$ cat src/rtl/sipo_y_ctrl_if.sv
// Control/stream bundle between the Y-operand chain sequencer and its environment.
// The slave side is the sequencer; the master side drives start/abort and the input stream.
interface sipo_y_ctrl_if #(
   parameter int PE_NUM  = 8,
   parameter int REG_NUM = 32,
   parameter int PASS_W  = 8
);
   localparam int REG_W = $clog2(REG_NUM);
   localparam int PE_W  = $clog2(PE_NUM);

   logic              start;
   logic [PASS_W-1:0] num_pass;
   logic              abort;
   logic              s_in_v;
   logic              s_in_rdy;
   logic              srl_ce;
   logic              srl_sel;
   logic [REG_W-1:0]  reg_idx;
   logic [PE_W-1:0]   pe_idx;
   logic [PASS_W-1:0] pass_idx;
   logic              p_out_v;
   logic              busy;
   logic              done;

   modport master (
      output start, num_pass, abort, s_in_v,
      input  s_in_rdy, srl_ce, srl_sel, reg_idx, pe_idx, pass_idx, p_out_v, busy, done
   );

   modport slave (
      input  start, num_pass, abort, s_in_v,
      output s_in_rdy, srl_ce, srl_sel, reg_idx, pe_idx, pass_idx, p_out_v, busy, done
   );
endinterface

$ cat src/rtl/sipo_y_ctrl.sv
// Sequencer for the Y-operand SRL chain: loads PE_NUM*REG_NUM words, then
// recirculates the chain for num_pass full passes, then pulses done.
module sipo_y_ctrl #(
   parameter int PE_NUM  = 8,
   parameter int REG_NUM = 32,
   parameter int PASS_W  = 8
) (
   input  logic          clk,
   input  logic          rst_n,
   sipo_y_ctrl_if.slave  ctrl
);
   localparam int REG_W = $clog2(REG_NUM);
   localparam int PE_W  = $clog2(PE_NUM);
   localparam logic [REG_W-1:0] REG_LAST = REG_W'(REG_NUM - 1);
   localparam logic [PE_W-1:0]  PE_LAST  = PE_W'(PE_NUM - 1);

   typedef enum logic [1:0] {
      ST_IDLE   = 2'd0,
      ST_LOAD   = 2'd1,
      ST_ROTATE = 2'd2,
      ST_DONE   = 2'd3
   } state_t;

   state_t            r_state;
   logic [REG_W-1:0]  r_reg_idx;
   logic [PE_W-1:0]   r_pe_idx;
   logic [PASS_W-1:0] r_pass_idx;
   logic [PASS_W-1:0] r_num_pass;

   logic w_accept;
   logic w_advance;
   logic w_reg_last;
   logic w_sweep_end;
   logic w_pass_last;

   assign w_accept    = (r_state == ST_LOAD) & ctrl.s_in_v;
   assign w_advance   = w_accept | (r_state == ST_ROTATE);
   assign w_reg_last  = (r_reg_idx == REG_LAST);
   assign w_sweep_end = w_reg_last & (r_pe_idx == PE_LAST);
   assign w_pass_last = (r_pass_idx == (r_num_pass - PASS_W'(1)));

   // Power-of-two depths let the slot/stage counters wrap to 0 on their own
   // at the end of a sweep, so no explicit clear is needed there.
   always_ff @(posedge clk or negedge rst_n) begin
      if (!rst_n) begin
         r_state    <= ST_IDLE;
         r_reg_idx  <= '0;
         r_pe_idx   <= '0;
         r_pass_idx <= '0;
         r_num_pass <= '0;
      end else if (ctrl.abort) begin
         r_state    <= ST_IDLE;
         r_reg_idx  <= '0;
         r_pe_idx   <= '0;
         r_pass_idx <= '0;
      end else begin
         if (w_advance) begin
            r_reg_idx <= r_reg_idx + REG_W'(1);
            if (w_reg_last) begin
               r_pe_idx <= r_pe_idx + PE_W'(1);
            end
         end
         unique case (r_state)
            ST_IDLE: begin
               if (ctrl.start) begin
                  r_num_pass <= ctrl.num_pass;
                  r_reg_idx  <= '0;
                  r_pe_idx   <= '0;
                  r_pass_idx <= '0;
                  r_state    <= ST_LOAD;
               end
            end
            ST_LOAD: begin
               if (w_accept && w_sweep_end) begin
                  r_state <= (r_num_pass == '0) ? ST_DONE : ST_ROTATE;
               end
            end
            ST_ROTATE: begin
               if (w_sweep_end) begin
                  if (w_pass_last) begin
                     r_pass_idx <= '0;
                     r_state    <= ST_DONE;
                  end else begin
                     r_pass_idx <= r_pass_idx + PASS_W'(1);
                  end
               end
            end
            ST_DONE: begin
               r_state <= ST_IDLE;
            end
            default: begin
               r_state <= ST_IDLE;
            end
         endcase
      end
   end

   // srl_ce follows s_in_v directly so a stalled LOAD never shifts the chain.
   assign ctrl.s_in_rdy = (r_state == ST_LOAD);
   assign ctrl.srl_sel  = (r_state == ST_ROTATE);
   assign ctrl.srl_ce   = w_advance;
   assign ctrl.p_out_v  = (r_state == ST_ROTATE);
   assign ctrl.busy     = (r_state != ST_IDLE);
   assign ctrl.done     = (r_state == ST_DONE);
   assign ctrl.reg_idx  = r_reg_idx;
   assign ctrl.pe_idx   = r_pe_idx;
   assign ctrl.pass_idx = r_pass_idx;
endmodule

$ cat src/flat_wrapper.sv
// flat-port wrapper written by rule: the top's interface ports become plain ports
module sipo_y_ctrl_flat 
#(
   parameter int PE_NUM  = 8,
   parameter int REG_NUM = 32,
   parameter int PASS_W  = 8
)
  (clk, rst_n, ctrl_start, ctrl_num_pass, ctrl_abort, ctrl_s_in_v, ctrl_s_in_rdy, ctrl_srl_ce, ctrl_srl_sel, ctrl_reg_idx, ctrl_pe_idx, ctrl_pass_idx, ctrl_p_out_v, ctrl_busy, ctrl_done);
  sipo_y_ctrl_if #(.PE_NUM(PE_NUM), .REG_NUM(REG_NUM), .PASS_W(PASS_W)) ctrl_i ();
  input  logic clk;
  input  logic rst_n;
  input wire logic [$bits(ctrl_i.start)-1:0] ctrl_start;
  input wire logic [$bits(ctrl_i.num_pass)-1:0] ctrl_num_pass;
  input wire logic [$bits(ctrl_i.abort)-1:0] ctrl_abort;
  input wire logic [$bits(ctrl_i.s_in_v)-1:0] ctrl_s_in_v;
  output wire logic [$bits(ctrl_i.s_in_rdy)-1:0] ctrl_s_in_rdy;
  output wire logic [$bits(ctrl_i.srl_ce)-1:0] ctrl_srl_ce;
  output wire logic [$bits(ctrl_i.srl_sel)-1:0] ctrl_srl_sel;
  output wire logic [$bits(ctrl_i.reg_idx)-1:0] ctrl_reg_idx;
  output wire logic [$bits(ctrl_i.pe_idx)-1:0] ctrl_pe_idx;
  output wire logic [$bits(ctrl_i.pass_idx)-1:0] ctrl_pass_idx;
  output wire logic [$bits(ctrl_i.p_out_v)-1:0] ctrl_p_out_v;
  output wire logic [$bits(ctrl_i.busy)-1:0] ctrl_busy;
  output wire logic [$bits(ctrl_i.done)-1:0] ctrl_done;
  assign ctrl_i.start = ctrl_start;
  assign ctrl_i.num_pass = ctrl_num_pass;
  assign ctrl_i.abort = ctrl_abort;
  assign ctrl_i.s_in_v = ctrl_s_in_v;
  assign ctrl_s_in_rdy = ctrl_i.s_in_rdy;
  assign ctrl_srl_ce = ctrl_i.srl_ce;
  assign ctrl_srl_sel = ctrl_i.srl_sel;
  assign ctrl_reg_idx = ctrl_i.reg_idx;
  assign ctrl_pe_idx = ctrl_i.pe_idx;
  assign ctrl_pass_idx = ctrl_i.pass_idx;
  assign ctrl_p_out_v = ctrl_i.p_out_v;
  assign ctrl_busy = ctrl_i.busy;
  assign ctrl_done = ctrl_i.done;
  sipo_y_ctrl #(.PE_NUM(PE_NUM), .REG_NUM(REG_NUM), .PASS_W(PASS_W)) u_core (.clk(clk), .rst_n(rst_n), .ctrl(ctrl_i));
endmodule
$ cat config.mk
export PLATFORM = sky130hd
export DESIGN_NAME = sipo_y_ctrl_flat
export DESIGN_NICKNAME = d
export VERILOG_FILES = /design/src/rtl/sipo_y_ctrl_if.sv /design/src/rtl/sipo_y_ctrl.sv /design/src/flat_wrapper.sv
export SDC_FILE = /design/constraint.sdc
export NUM_CORES = 1
export LEC_CHECK = 0
export ABC_CLOCK_PERIOD_IN_PS = 3550
export CAP_MARGIN = 10
export CORE_MARGIN = 5
export CORE_UTILIZATION = 30
export DETAILED_ROUTE_END_ITERATION = 6
export SLEW_MARGIN = 15
export SYNTH_ARGS = -nofsm -noshare
export SYNTH_HDL_FRONTEND = slang
export SYNTH_SLANG_ARGS = --single-unit
export TNS_END_PERCENT = 5
$ cat constraint.sdc
create_clock -name clk -period 3.55 [get_ports clk]
set_input_delay 0.8875 -clock clk [delete_from_list [all_inputs] [get_ports clk]]
set_output_delay 0.8875 -clock clk [all_outputs]
set_load 0.1 [all_outputs]
==> qor.yml, run 1 <==
grt_first_pass_wirelength_mm: 5.92
outcome: "complete, no violations"
synth.avg_cell_area_um2: 9.95
ctsResizeCount: 0
power_frac_seq: 0.302
layout_min_cycle_time_ps: 2650
clkLatencyLatePin_ps: 270
grt_start_max_net_pins: 27
crit_fanout: 2
grt.met2_usage: 0.175
ys.flop_type: "dfrtp_1"
port_buffers: 34
initialDrtViolationCount: 67
clkPwrFrac: 0.127
setup_violations: 0
slew-limit-headroom: 0.712
cts_buffers: 3
routed_wl_mm: 3.39
worstPathRequired_ps: 2660
grt.busiest_layer: "met2"
tightest_slew_ps: 431
hold_viol: 0
post-cts-setup-buffers: 0
rr_startpoint: "u_core.ctrl.reg_idx[0]$_DFF_PN0_"
crit_start: "ctrl_s_in_v"
initial_utilization: 0.312
dpl_cell_area_um2: 1990
grt_pass1_vias: 1234
dp_cells: 264
switching_power_uw: 741
hpwl_mm: 2.70
p_int_uw: 749
wire_per_inst_um: 12.6
rows: 26
viasPerCell: 4.58
cts_tree: "yes"
ys_warn_count: 0
cp-end-kind: "primary output"
rsz0062_at_grt: "false"
layout_common_cells: "26 x dfrtp_1, 23 x buf_4, 16 x nor2_1"
grt_antenna_before_repair: 0
crit_type: "input pin to primary output"
yosysUniqueCellTypes: 41
finalClockSkew_ps: 5.56
p_leak_nw: 0.924
vias: 1228
grtUsageMet3: 0.0287
core_area_um2: 5140
syn_to_final_growth_pct: 27.4
dr.pass1.iters: 4
ys_ff_latch: 26
powerDensity_nw_per_um2: 730
synth_fp_nets: 185
clkSlewWorstSetupHoldPaths_ps: 90
diodes: 0
hold_start: "u_core.ctrl.pe_idx[2]$_DFF_PN0_"
clk_path_buf_depth: 2
die_w_um: 83.1
hold_path.class: "flip-flop to flip-flop"
tns_ps: 0
hold_buffers: 0
final_nets: 223
instances_no_fill: 268
syn_area_um2: 1600
layout_commonest_cell: "dfrtp_1"
final_area_um2: 2040
vdd_drop_max_v: 0.000612
swShare: 0.498
syn_inst: 161
p_total_mw: 1.49
die-area_um2: 6900
clockRootBuffer: "clkbuf_8"
ant_nets: 0
maxCapViolations: 0
grt.overflow.total: 0
gp_routability_congestion: 0.723
combPwrFrac: 0.571
seq_area_frac_synth: 0.406
die_h_um: 83.1
synth_edf_count: 0
critPathArrivalTime_ps: 1760
finalCritPeriodShare: 0.746
fin_hold_ws_ps: 557
clock-sinks: 26
htreeDepth: 1
grt_use_total: 0.102
timing.fmax_mhz: 378
drive_above_1_share: 0.217
synthArstFlopShare: 1.00
cp-start-kind: "input pin"
use_met1: 0.126
drc_errors: 0
top_level_ports: 35
slew_violations: 0
==> sequential cells by signal (all words and copies together), names as in the netlist <==
register and cells:
u_core.ctrl.pass_idx 8, u_core.ctrl.pe_idx 3, u_core.ctrl.reg_idx 5, u_core.r_num_pass 8, u_core.r_state 2
==> cell families (layout without fill, tap and decap cells) <==
kind of cell               count (synthesis)  count (layout)  share of synthesized area
DFF                                       26              26                      0.406
xor gates and xnor gates                  17              17                     0.0977
muxes                                     10              10                     0.0688
buffers and inverters                      9              46                     0.0242
and+or+nand+nor                           61              61                      0.187
AOI/OAI and AO/OA                         27              27                      0.130
adders and majority gates                 11              11                     0.0859
==> Yosys cell counts (2+ instances only) <==
master	n	area (um2)
dfrtp_1	26	651
nor2_1	16	60.1
mux2i_1	2	20.0
nand4_1	4	25.0
o21ai_0	3	15.0
nand3_1	9	45.0
nor3_1	2	10.0
a21oi_1	3	15.0
nand3b_1	2	15.0
ha_1	11	138
o21ai_1	8	40.0
xnor2_1	6	52.6
nand2b_1	5	31.3
inv_1	6	22.5
and3_1	2	12.5
nand2_1	14	52.6
xor2_1	10	87.6
a211oi_1	2	15.0
mux2_2	8	90.1
==> layout make-up <==
cell class                      instances  area [um2]
Sequential cell                        26         651
Tap cell                               70        87.6
Inverter                                6        22.5
Fill cell                             537        3100
Multi-Input combinational cell        126         912
Clock buffer                            4        55.1
Timing Repair Buffer                   36         313
==> stage by stage <==
stage          setup slack (ps)  utilization
2_1_floorplan              65.3            -
3_3_place_gp                893        0.386
3_5_place_dp                840        0.386
4_1_cts                     901        0.397
5_1_grt                     867        0.397
6_report                    902        0.397
==> metal layers <==
| layer | share of wire | wire [um] |
|---|---|---|
| met1 | 0.47 | 1590 |
| met2 | 0.48 | 1620 |
| met3 | 0.048 | 163 |
| met4 | 0.0030 | 10 |
| met5 | 0 | 0 |
==> power groups by stage <==
stage | clock network [mW] | registers [mW] | logic (mW)
after floorplan | 0 | 0.481 | 0.646
after global placement | 0 | 0.455 | 0.854
after detailed placement | 0 | 0.458 | 0.858
after CTS | 0.199 | 0.451 | 0.862
after global routing | 0.212 | 0.463 | 0.925
final | 0.189 | 0.449 | 0.851
==> worst max-delay path, cell delays in order <==
cell	delay, ps
clkdlybuf4s50_1	480
a21o_1	200
buf_12	190
==> path summary, 6_finish.rpt <==
kind / slack, ps / end / depth (start not counted)
worst max-delay path: 900 / ctrl_srl_ce / 3
worst min-delay path: 560 / u_core.ctrl.pe_idx[2]$_DFF_PN0_ / 2
worst max register to register: 1270 / u_core.ctrl.pass_idx[6]$_DFFE_PN0P_ / 8
worst min register to register: 560 / u_core.ctrl.pe_idx[2]$_DFF_PN0_ / 2
max in group asynchronous: 2310 / u_core.r_num_pass[4]$_DFFE_PN0P_ / 2
min in group asynchronous: 980 / u_core.ctrl.reg_idx[2]$_DFF_PN0_ / 2
Note: power is estimated with default switching activity, not from simulation.
==> run 2: changes to the inputs <==
--- a/config.mk
+++ b/config.mk
@@ -5,7 +5,7 @@
 export SDC_FILE = /design/constraint.sdc
 export NUM_CORES = 1
 export LEC_CHECK = 0
-export ABC_CLOCK_PERIOD_IN_PS = 3550
+export ABC_CLOCK_PERIOD_IN_PS = 2800
 export CAP_MARGIN = 10
 export CORE_MARGIN = 5
 export CORE_UTILIZATION = 30
==> constraint.sdc (replaced) <==
create_clock -name clk -period 2.8 [get_ports clk]
set_input_delay 0.7 -clock clk [delete_from_list [all_inputs] [get_ports clk]]
set_output_delay 0.7 -clock clk [all_outputs]
set_load 0.1 [all_outputs]
==> run 2 against run 1 <==
Wire length is 5.9% higher. Register-to-register slack got worse by 740 ps. Cell count did not move. Clock skew rose by 2.0 ps. Via count rose by 4.2%. Critical path depth rose by 5. Setup slack worse by 370 ps. Combinational power up 28%. Largest cell class unchanged. Critical path type is now flip-flop to flip-flop.
==> qor.yml, run 2 (synthesis results as in run 1) <==
powerDensity_nw_per_um2: 964  # +32%
grt_antenna_before_repair: 0  # unchanged
clkPwrFrac: 0.162  # +0.035
post-cts-setup-buffers: 0  # unchanged
p_int_mw: 1.02  # +36%
initial_utilization: 0.312  # unchanged
fillers: 558  # +3.9%
top_level_ports: 35  # unchanged
hold_buffers: 0  # unchanged
cts_buffers: 3  # unchanged
routed_wl_mm: 3.59  # +5.9%
cp-end-kind: "flip-flop"
grt_first_pass_wirelength_mm: 6.22  # +5.1%
layout_commonest_cell: "dfrtp_1"
die-area_um2: 6900  # unchanged
timing.fmax_mhz: 441
dpl_cell_area_um2: 1990  # unchanged
worstRegToRegCells: 8  # unchanged
tightest_slew_ps: 465  # +34.1 ps
p_leak_nw: 0.931  # +0.75%
rr_endpoint: "u_core.ctrl.pass_idx[6]$_DFFE_PN0P_"
die_h_um: 83.1  # unchanged
drive_above_1_share: 0.217  # unchanged
swShare: 0.488  # -0.00975
layout_min_cycle_time_ps: 2270
final_nets: 223  # unchanged
whs_path_depth: 2  # unchanged
hold_path.class: "flip-flop to flip-flop"
hpwl_mm: 2.73  # +0.91%
critPathArrivalTime_ps: 2480  # +720 ps
grt_pass1_vias: 1357  # +10%
hold_start: "u_core.ctrl.pe_idx[1]$_DFF_PN0_"
rows: 26  # unchanged
syn_to_final_growth_pct: 28.4
clk_path_buf_depth: 2  # unchanged
dr.pass1.iters: 4  # unchanged
finalClockSkew_ps: 7.51  # +1.96 ps
grt_use_total: 0.107  # +0.00555
worstPathRequired_ps: 3020  # +360 ps
grt_start_max_net_pins: 27  # unchanged
tns_ps: 0  # unchanged
combPwrFrac: 0.548  # -0.023
diodes: 0  # unchanged
crit_type: "flip-flop to flip-flop"
slew-limit-headroom: 0.687  # -0.0248
crit_fanout: 5  # +3
core_area_um2: 5140  # unchanged
ant_nets: 0  # unchanged
gp_routability_congestion: 0.768  # +6.2%
cts_tree: "yes"
setup_violations: 0  # unchanged
vdd_drop_max_v: 0.000547  # -11%
hold_viol: 0  # unchanged
clock-sinks: 26  # unchanged
htreeDepth: 1  # unchanged
grt.overflow.total: 0  # unchanged
outcome: "complete, no violations"
clockRootBuffer: "clkbuf_8"
clkLatencyLatePin_ps: 280  # about the same
port_buffers: 34  # unchanged
layout_common_cells: "26 x dfrtp_1, 23 x buf_4, 16 x nor2_1"
cp-start-kind: "flip-flop"
power_frac_seq: 0.290  # -0.012
switching_power_uw: 967  # +30%
vias: 1280  # +4.2%
finalCritPeriodShare: 0.809
wire_per_inst_um: 13.4  # +5.9%
min_to: "u_core.ctrl.pe_idx[1]$_DFF_PN0_"
initialDrtViolationCount: 51  # -24%
ctsResizeCount: 0  # unchanged
die_w_um: 83.1  # unchanged
slew_violations: 0  # unchanged
final_area_um2: 2060  # +0.80%
drc_errors: 0  # unchanged
ff2ff_setup_slack_ps: 530  # -740 ps
viasPerCell: 4.78  # +4.2%
maxCapViolations: 0  # unchanged
clkSlewWorstSetupHoldPaths_ps: 100  # about the same
rr_startpoint: "u_core.ctrl.reg_idx[0]$_DFF_PN0_"
rsz0062_at_grt: "false"
## run 2: cell count changes in the layout (fill, tap and decap cells not counted)
cell | previous run | this run
bufinv_16 | 0 | 1
clkbuf_8 | 4 | 3
## run 2: critical path: stages (launching register included)
cell	delay [ps]
dfrtp_1	430
ha_1	180
and3_1	160
ha_1	220
a21boi_0	170
o21ai_1	320
nand4_1	200
or3_1	380
a21oi_1	140
## run 2: power by group through the flow
| stage | sequential (mW) | combinational (mW) | clock [mW] |
|---|---|---|---|
| after global routing | 0.589 | 1.17 | 0.345 |
| final | 0.575 | 1.09 | 0.322 |
| after global placement | 0.579 | 1.09 | 0 |
| after floorplan | 0.610 | 0.820 | 0 |
| after CTS | 0.577 | 1.10 | 0.327 |
| after detailed placement | 0.584 | 1.09 | 0 |
## run 2: how the worst max path moves through the flow
| stage | startpoint | endpoint | cells past startpoint |
|---|---|---|---|
| 2_1_floorplan | u_core.r_state[0]$_DFFE_PN0P_ | ctrl_srl_ce | 4 |
| 3_5_place_dp | ctrl_start | u_core.ctrl.pass_idx[6]$_DFFE_PN0P_ | 7 |
| 4_1_cts | u_core.ctrl.reg_idx[0]$_DFF_PN0_ | u_core.ctrl.pass_idx[6]$_DFFE_PN0P_ | 8 |
| 3_3_place_gp | ctrl_start | u_core.ctrl.pass_idx[6]$_DFFE_PN0P_ | 7 |
| 5_1_grt | u_core.ctrl.reg_idx[0]$_DFF_PN0_ | u_core.ctrl.pass_idx[6]$_DFFE_PN0P_ | 8 |
| 6_report | u_core.ctrl.reg_idx[0]$_DFF_PN0_ | u_core.ctrl.pass_idx[6]$_DFFE_PN0P_ | 8 |
## run 2: metal layers
layer,vias up,wire length [um],part of all wire,global-route usage
met5,-,0,0,0
met4,0,63,0.018,0.0401
met3,7,148,0.041,0.0267
met2,29,1690,0.47,0.178
met1,605,1690,0.47,0.134
li1,639,-,-,-
## run 2: area by class of cell
| cell class | count | area [um2] | share of cell area |
|---|---|---|---|
| clock buffers | 3 | 41.3 | 0.0201 |
| clock inverters | 1 | 30.0 | 0.0146 |
| inverters | 6 | 22.5 | 0.0109 |
| multi-input cells | 126 | 912 | 0.443 |
| flip-flops and latches | 26 | 651 | 0.316 |
| well taps | 70 | 87.6 | 0.0426 |
| repair buffers | 36 | 313 | 0.152 |
## run 2: per-stage QoR
stage | power (mW) | setup WS (ps) | hold WS (ps) | util | cells
2_1_floorplan | 1.43 | 21.2 | 404 | - | 161
3_5_place_dp | 1.67 | 264 | 546 | 0.386 | 264
4_1_cts | 2.00 | 500 | 568 | 0.400 | 268
3_3_place_gp | 1.67 | 318 | 540 | 0.386 | 264
6_report | 1.98 | 534 | 565 | 0.400 | 268
5_1_grt | 2.11 | 289 | 588 | 0.400 | 268
==> run 3: changes to the inputs <==
--- a/config.mk
+++ b/config.mk
@@ -5,7 +5,7 @@
 export SDC_FILE = /design/constraint.sdc
 export NUM_CORES = 1
 export LEC_CHECK = 0
-export ABC_CLOCK_PERIOD_IN_PS = 2800
+export ABC_CLOCK_PERIOD_IN_PS = 1900
 export CAP_MARGIN = 10
 export CORE_MARGIN = 5
 export CORE_UTILIZATION = 30
==> constraint.sdc (replaced) <==
create_clock -name clk -period 1.9 [get_ports clk]
set_input_delay 0.475 -clock clk [delete_from_list [all_inputs] [get_ports clk]]
set_output_delay 0.475 -clock clk [all_outputs]
set_load 0.1 [all_outputs]
==> run 3 against run 2 <==
The run now ends with negative setup slack left. Global-route usage is 2.0 points higher. Largest cell class unchanged. Sequential share of layout area fell by 6.4 points. Total power rose by 78%.
==> qor.yml, run 3 (synthesis results as in run 1) <==
outcome: "finished, violations left"
violations: "negative setup slack"
max_stage_delay_ps: 440  # about the same
ff_latch_area_um2: 682  # +4.8%
ant_nets: 0  # unchanged
instances_no_fill: 294  # +9.7%
hold_path.class: "input pin to async pin"
syn_to_final_growth_pct: 68.9
critPathBufInv: 1  # +1
worstPathRequired_ps: 2050  # -970 ps
gp_routability_congestion: 0.780  # +1.6%
htreeDepth: 1  # unchanged
grt_pass1_vias: 1590  # +17%
initialDrtViolationCount: 31  # -39%
fillers: 484  # -13%
grt_antenna_before_repair: 0  # unchanged
tns_ps: -85.7  # -85.7 ps
cp-start-kind: "flip-flop"
grt_start_max_net_pins: 27  # unchanged
p_leak_nw: 1.10  # +18%
core_area_um2: 5140  # unchanged
grt.overflow.total: 0  # unchanged
die-area_um2: 6900  # unchanged
crit_fanout: 6  # +1
setup_ws_ps: -35.0  # -569 ps
finalClockSkew_ps: 7.07  # -0.448 ps
initial_utilization: 0.312  # unchanged
viasPerCell: 4.93  # +3.3%
hpwl_mm: 3.15  # +15%
cts_tree: "yes"
die_h_um: 83.1  # unchanged
final_nets: 249  # +12%
clkSlewWorstSetupHoldPaths_ps: 90  # about the same
clk_path_buf_depth: 2  # unchanged
rows: 26  # unchanged
die_w_um: 83.1  # unchanged
vias: 1450  # +13%
clkLatencyLatePin_ps: 270  # about the same
diodes: 0  # unchanged
timing.fmax_mhz: 517  # +17%
crit_family: "compound AO/OA/AOI/OAI gates"
layout_common_cells: "23 x buf_4, 23 x buf_12, 16 x dfrtp_2"
slew-limit-headroom: 0.747  # +0.0598
clockRootBuffer: "clkbuf_8"
multi_input_area_um2: 1070  # +17%
powerDensity_nw_per_um2: 1310  # +36%
crit_type: "flip-flop to flip-flop"
drive_above_1_share: 0.487  # +0.269
critPathArrivalTime_ps: 2090  # -390 ps
p_total_mw: 3.54  # +78%
top_level_ports: 35  # unchanged
drc_errors: 0  # unchanged
wire_per_inst_um: 14.2  # +6.0%
slew_violations: 0  # unchanged
finalCritPeriodShare: 1.02  # +0.209
clock-sinks: 26  # unchanged
setup_violations: 3  # +3
tightest_slew_ps: 380  # -85.4 ps
ff2ff_setup_slack_ps: -40  # -570 ps
layout_min_cycle_time_ps: 1940  # -331 ps
routed_wl_mm: 4.17  # +16%
postLayoutCoreUtil: 0.526  # +0.126
path_cells: "buf_6, nor3_4, xnor2_1, nand3_1, a2111oi_4, a21oi_4, a21oi_2, o32ai_2"
maxCapViolations: 0  # unchanged
cts_buffers: 3  # unchanged
hold_viol: 0  # unchanged
dr.pass1.iters: 5  # +1
cp-end-kind: "flip-flop"
dp_cells: 284  # +7.6%
grt_first_pass_wirelength_mm: 7.46  # +20%
grt_use_total: 0.128  # +0.0203
crit_path_top_delay_cell: "dfrtp_2"
vdd_drop_max_v: 0.00112  # +100%
rsz0062_at_grt: "true"
port_buffers: 34  # unchanged
==> run 3: cell count changes in the layout (fill, tap and decap cells not counted), moves of 4 or more <==
cell	previous run	this run
buf_12	1	23
buf_6	0	4
dfrtp_1	26	7
dfrtp_2	0	16
ha_1	11	5
ha_4	0	5
==> run 3: final timing paths <==
check | from | endpoint | cells after the start
hold reg to reg | u_core.ctrl.pass_idx[0]$_DFFE_PN0P_ | u_core.ctrl.pass_idx[0]$_DFFE_PN0P_ | 1
min in group clk | u_core.ctrl.pass_idx[0]$_DFFE_PN0P_ | u_core.ctrl.pass_idx[0]$_DFFE_PN0P_ | 1
setup reg to reg | u_core.r_num_pass[0]$_DFFE_PN0P_ | u_core.r_state[0]$_DFFE_PN0P_ | 8
setup / recovery | u_core.r_num_pass[0]$_DFFE_PN0P_ | u_core.r_state[0]$_DFFE_PN0P_ | 8
max in group asynchronous | rst_n | u_core.ctrl.pass_idx[2]$_DFFE_PN0P_ | 2
hold / removal | rst_n | u_core.ctrl.pe_idx[2]$_DFF_PN0_ | 2
==> run 3: layout make-up <==
class / instances / area share
timing repair buffer: 62 / 0.295
sequential: 26 / 0.252
multi-input combinational: 126 / 0.395
clock buffer: 4 / 0.0167
tap: 70 / 0.0324
inverter: 6 / 0.00833
==> run 3: power by group <==
part	switching (mW)	total, mW	internal (mW)
Clock	0.179	0.330	0.150
Combinational	1.31	2.37	1.06
Sequential	0.160	0.843	0.683
==> run 3: through the flow <==
| stage | cell area, um2 | hold slack, ps | worst slack, ps |
|---|---|---|---|
| floorplan | 1700 | 179 | -136 |
| global placement | 2500 | 543 | -74.7 |
| detailed placement | 2500 | 554 | -118 |
| CTS | 2620 | 583 | -17.5 |
| global route | 2710 | 599 | -154 |
| finish | 2710 | 576 | -35.0 |
==> run 3: what timing repair did <==
item / in CTS / in global routing
setup buffers: 2 / 4
pin swaps: 4 / 17
endpoints found under the setup margin: 8 / 12
cloned: 0 / 0
hold buffers: 0 / 0
gates resized for setup: 14 / 14
==> run 3: routing by layer <==
layer	GRT usage	up-vias	part of all wire
met4	0.0282	0	0.012
li1	-	688	-
met5	0	-	0
met2	0.221	36	0.50
met3	0.0376	7	0.058
met1	0.156	719	0.43
==> RTL edit 1, RTL diff (config.mk and constraints of run 2) <==
Re-encode `state_t` (4 states) as one-hot, 4 bits wide.
--- a/src/rtl/sipo_y_ctrl.sv
+++ b/src/rtl/sipo_y_ctrl.sv
@@ -14,11 +14,11 @@
    localparam logic [REG_W-1:0] REG_LAST = REG_W'(REG_NUM - 1);
    localparam logic [PE_W-1:0]  PE_LAST  = PE_W'(PE_NUM - 1);
 
-   typedef enum logic [1:0] {
-      ST_IDLE   = 2'd0,
-      ST_LOAD   = 2'd1,
-      ST_ROTATE = 2'd2,
-      ST_DONE   = 2'd3
+   typedef enum logic [3:0] {
+      ST_IDLE   = 4'b0001,
+      ST_LOAD   = 4'b0010,
+      ST_ROTATE = 4'b0100,
+      ST_DONE   = 4'b1000
    } state_t;
 
    state_t            r_state;
Behaviour: no difference found for any inputs over 10 cycles, from zero or initial values and one cycle with rst_n low; not proved beyond that.
==> RTL edit 1 against run 2 <==
Sequential cell count grew 2. Final cell count rose by 2.6%. Global-route usage up 0.51 points. Setup slack got worse by 330 ps. Routed wire length increased by 5.8%. Area after synthesis is 6.6% higher. Design area rose by 7.3%. Critical path type is now register to output pin. Highest routed layer unchanged.
Power is not compared: it rests on default switching activity, and its combinational part moved more than twofold at a synthesized area within 25%.
==> RTL edit 1: results (changes against run 2) <==
<table>
<tr><th>Metric</th><th>Value</th></tr>
<tr><th colspan="2">Placed design</th></tr>
<tr><td>Area of placed instances</td><td>2140 µm² (was 1990 µm²)</td></tr>
<tr><th colspan="2">Detailed routing</th></tr>
<tr><td>Starting DRC count in detailed routing</td><td>102 (was 51)</td></tr>
<tr><td>Average detailed-routed wire length per instance</td><td>13.8 µm (was 13.4 µm)</td></tr>
<tr><td>Detail Route met3 WL</td><td>160 µm (was 148 µm)</td></tr>
<tr><th colspan="2">Run status</th></tr>
<tr><td>Outcome</td><td>finished, final reports clean (unchanged)</td></tr>
<tr><th colspan="2">Worst setup path</th></tr>
<tr><td>Data arrival time at the worst-slack endpoint</td><td>1890 ps (was 2480 ps)</td></tr>
<tr><td>Crit path largest cell delay</td><td>600 ps (was 430 ps)</td></tr>
<tr><td>Largest fanout of any net on the critical path</td><td>9 (was 5)</td></tr>
<tr><td>Critical Path Sink</td><td>ctrl_srl_ce (was u_core.ctrl.pass_idx[6])</td></tr>
<tr><td>R2R Setup Slk</td><td>460 ps (was 530 ps)</td></tr>
<tr><td>R2r startpoint</td><td>u_core.r_state[3] (was u_core.ctrl.reg_idx[0])</td></tr>
<tr><th colspan="2">Synthesis</th></tr>
<tr><td>Number of nets in the synthesized netlist</td><td>187 (was 185)</td></tr>
<tr><td>Leading post-synthesis cells by instance count</td><td>sky130_fd_sc_hd__dfrtp_1 (27), sky130_fd_sc_hd__nand2_1 (16), sky130_fd_sc_hd__a21oi_1 (11), sky130_fd_sc_hd__nor2_1 (10), sky130_fd_sc_hd__xor2_1 (9) (was sky130_fd_sc_hd__dfrtp_1 (26), sky130_fd_sc_hd__nor2_1 (16), sky130_fd_sc_hd__nand2_1 (14), sky130_fd_sc_hd__ha_1 (11), sky130_fd_sc_hd__xor2_1 (10))</td></tr>
<tr><th colspan="2">Power and ir drop</th></tr>
<tr><td>Total power after layout</td><td>~1.2 mW</td></tr>
<tr><th colspan="2">Timing</th></tr>
<tr><td>Slew Limit Headroom</td><td>61.7% (was 68.7%)</td></tr>
<tr><th colspan="2">Global route</th></tr>
<tr><td>Maximum number of pins on one net before global-route repair</td><td>29 (was 27)</td></tr>
<tr><td>Global-route met2 utilization</td><td>18.2% (was 17.8%)</td></tr>
<tr><td>Met3 usage in global routing</td><td>1.84% (was 2.67%)</td></tr>
<tr><th colspan="2">Cells and area</th></tr>
<tr><td>Final net count</td><td>224 (was 223)</td></tr>
<tr><th colspan="2">Worst hold path</th></tr>
<tr><td>Hold-critical path endpoint</td><td>u_core.ctrl.pe_idx[2] (was u_core.ctrl.pe_idx[1])</td></tr>
</table>
## RTL edit 1: changes by cell type in the layout (fill, tap and decap cells not counted), sizes merged, moves of 3 or more
| cell | change |
|---|---|
| nor2 | -7 |
| xnor2 | -3 |
| o21ai | -3 |
| a21oi | +7 |
| ha | -4 |
| o22ai | +3 |
| nor4b | +3 |
## RTL edit 1: per-stage QoR
step	hold slack, ps	setup slack (ps)	TNS, ps	cells
6_report	558	207	0	275
5_1_grt	594	114	0	275
4_1_cts	562	184	0	275
3_5_place_dp	548	230	0	271
3_3_place_gp	542	242	0	271
2_1_floorplan	404	-160	-410	167
## RTL edit 1: area by class of cell
class,instances,area [µm²]
timing repair buffer,37,345
clock inverter,1,30.0
sequential,28,702
fill,542,3300
tap,72,90.1
clock buffer,3,41.3
multi-input combinational,127,967
inverter,7,31.3
## RTL edit 1: logic make-up after synthesis
kind of cell    synth area share (%)
flops                           41.1
buf+inv                         3.08
simple gates                    21.8
xor+xnor                        6.67
fa+ha+maj                       5.13
compound gates                  15.5
mux                             6.67
==> RTL edit 2, RTL diff (settings of run 2) <==
Without the edit above. `REG_NUM` is set to 32 in 3 places; all go to 16.
--- a/src/rtl/sipo_y_ctrl_if.sv
+++ b/src/rtl/sipo_y_ctrl_if.sv
@@ -2,7 +2,7 @@
 // The slave side is the sequencer; the master side drives start/abort and the input stream.
 interface sipo_y_ctrl_if #(
    parameter int PE_NUM  = 8,
-   parameter int REG_NUM = 32,
+   parameter int REG_NUM = 16,
    parameter int PASS_W  = 8
 );
    localparam int REG_W = $clog2(REG_NUM);
--- a/src/rtl/sipo_y_ctrl.sv
+++ b/src/rtl/sipo_y_ctrl.sv
@@ -2,7 +2,7 @@
 // recirculates the chain for num_pass full passes, then pulses done.
 module sipo_y_ctrl #(
    parameter int PE_NUM  = 8,
-   parameter int REG_NUM = 32,
+   parameter int REG_NUM = 16,
    parameter int PASS_W  = 8
 ) (
    input  logic          clk,
--- a/src/flat_wrapper.sv
+++ b/src/flat_wrapper.sv
@@ -2,7 +2,7 @@
 module sipo_y_ctrl_flat 
 #(
    parameter int PE_NUM  = 8,
-   parameter int REG_NUM = 32,
+   parameter int REG_NUM = 16,
    parameter int PASS_W  = 8
 )
   (clk, rst_n, ctrl_start, ctrl_num_pass, ctrl_abort, ctrl_s_in_v, ctrl_s_in_rdy, ctrl_srl_ce, ctrl_srl_sel, ctrl_reg_idx, ctrl_pe_idx, ctrl_pass_idx, ctrl_p_out_v, ctrl_busy, ctrl_done);
Ports: changed (resized ctrl_reg_idx); port bits go from 35 to 34. The function was not compared with the original's and may differ.
==> RTL edit 2 against run 2 <==
Sequential cell count down 1. Count of clock-buffer cells in the layout up 1. Area after synthesis down 1.6%. Routed wire length up 7.4%. Core utilization up 0.70 points. Setup slack worse by 460 ps. Die area down 1.5%. Design area up 1.1%. Total power down 3.0%.
==> RTL edit 2: results (changes against run 2) <==
<table>
<tr><th>Metric</th><th>Value</th></tr>
<tr><th colspan="2">Run status</th></tr>
<tr><td>Outcome</td><td>finished, final reports clean (unchanged)</td></tr>
<tr><th colspan="2">Global route</th></tr>
<tr><td>Met3 usage in global routing</td><td>1.95% (was 2.67%)</td></tr>
<tr><td>Global-route met2 utilization</td><td>19.5% (was 17.8%)</td></tr>
<tr><td>Global-route wire length before repair</td><td>6.50 mm (was 6.22 mm)</td></tr>
<tr><td>Met1 global-route usage</td><td>16.7% (was 13.4%)</td></tr>
<tr><th colspan="2">Placed design</th></tr>
<tr><td>Hpwl dp</td><td>3.02 mm (was 2.73 mm)</td></tr>
<tr><td>Setup Slack @ Placement</td><td>12.9 ps (was 264 ps)</td></tr>
<tr><td>Post-placement cell count</td><td>267 (was 264)</td></tr>
<tr><th colspan="2">Synthesis</th></tr>
<tr><td>Sequential area share after synthesis</td><td>39.7% (was 40.6%)</td></tr>
<tr><td>Dominant cells by area after synthesis</td><td>sky130_fd_sc_hd__dfrtp_1 (40%), sky130_fd_sc_hd__ha_1 (7.9%), sky130_fd_sc_hd__xor2_1 (6.1%) (was sky130_fd_sc_hd__dfrtp_1 (41%), sky130_fd_sc_hd__ha_1 (8.6%), sky130_fd_sc_hd__mux2_2 (5.6%))</td></tr>
<tr><td>Adder-cell share of the synthesized area</td><td>7.94% (was 8.59%)</td></tr>
<tr><td>Number of nets in the synthesized netlist</td><td>184 (was 185)</td></tr>
<tr><th colspan="2">Worst setup path</th></tr>
<tr><td>R2R Setup Slk</td><td>70 ps (was 530 ps)</td></tr>
<tr><td>Data arrival time at the worst-slack endpoint</td><td>2920 ps (was 2480 ps)</td></tr>
<tr><td>Largest fanout of any net on the critical path</td><td>4 (was 5)</td></tr>
<tr><th colspan="2">Detailed routing</th></tr>
<tr><td>Starting DRC count in detailed routing</td><td>75 (was 51)</td></tr>
<tr><td>Routed Wire Length</td><td>3.85 mm (was 3.59 mm)</td></tr>
<tr><td>Wire length on met2</td><td>1.89 mm (was 1.69 mm)</td></tr>
<tr><th colspan="2">Cells and area</th></tr>
<tr><td>Final net count</td><td>227 (was 223)</td></tr>
<tr><th colspan="2">Power and ir drop</th></tr>
<tr><td>Max IR drop VDD</td><td>0.414 mV (was 0.547 mV)</td></tr>
</table>
[RTL edit 2: layout make-up]
type,instances,area (µm²)
Clock buffer,4,45.0
Fill cell,539,3030
Inverter,9,33.8
Multi-Input combinational cell,124,937
Sequential cell,25,626
Tap cell,70,87.6
Timing Repair Buffer,41,350
[RTL edit 2: final timing paths]
path,from,to,cells past startpoint
setup / recovery,u_core.r_num_pass[1],u_core.r_state[0],8
setup reg to reg,u_core.r_num_pass[1],u_core.r_state[0],8
max in group asynchronous,rst_n,u_core.ctrl.pass_idx[7],2
hold reg to reg,u_core.ctrl.pe_idx[1],u_core.ctrl.pe_idx[1],2
min in group asynchronous,rst_n,u_core.ctrl.pe_idx[0],2
hold / removal,u_core.ctrl.pe_idx[1],u_core.ctrl.pe_idx[1],2
[RTL edit 2: report_power, final]
part	total, mW	internal [mW]	switching [mW]
Combinational	1.17	0.429	0.737
Sequential	0.532	0.438	0.0940
Clock	0.225	0.102	0.123
Total	1.92	0.969	0.954
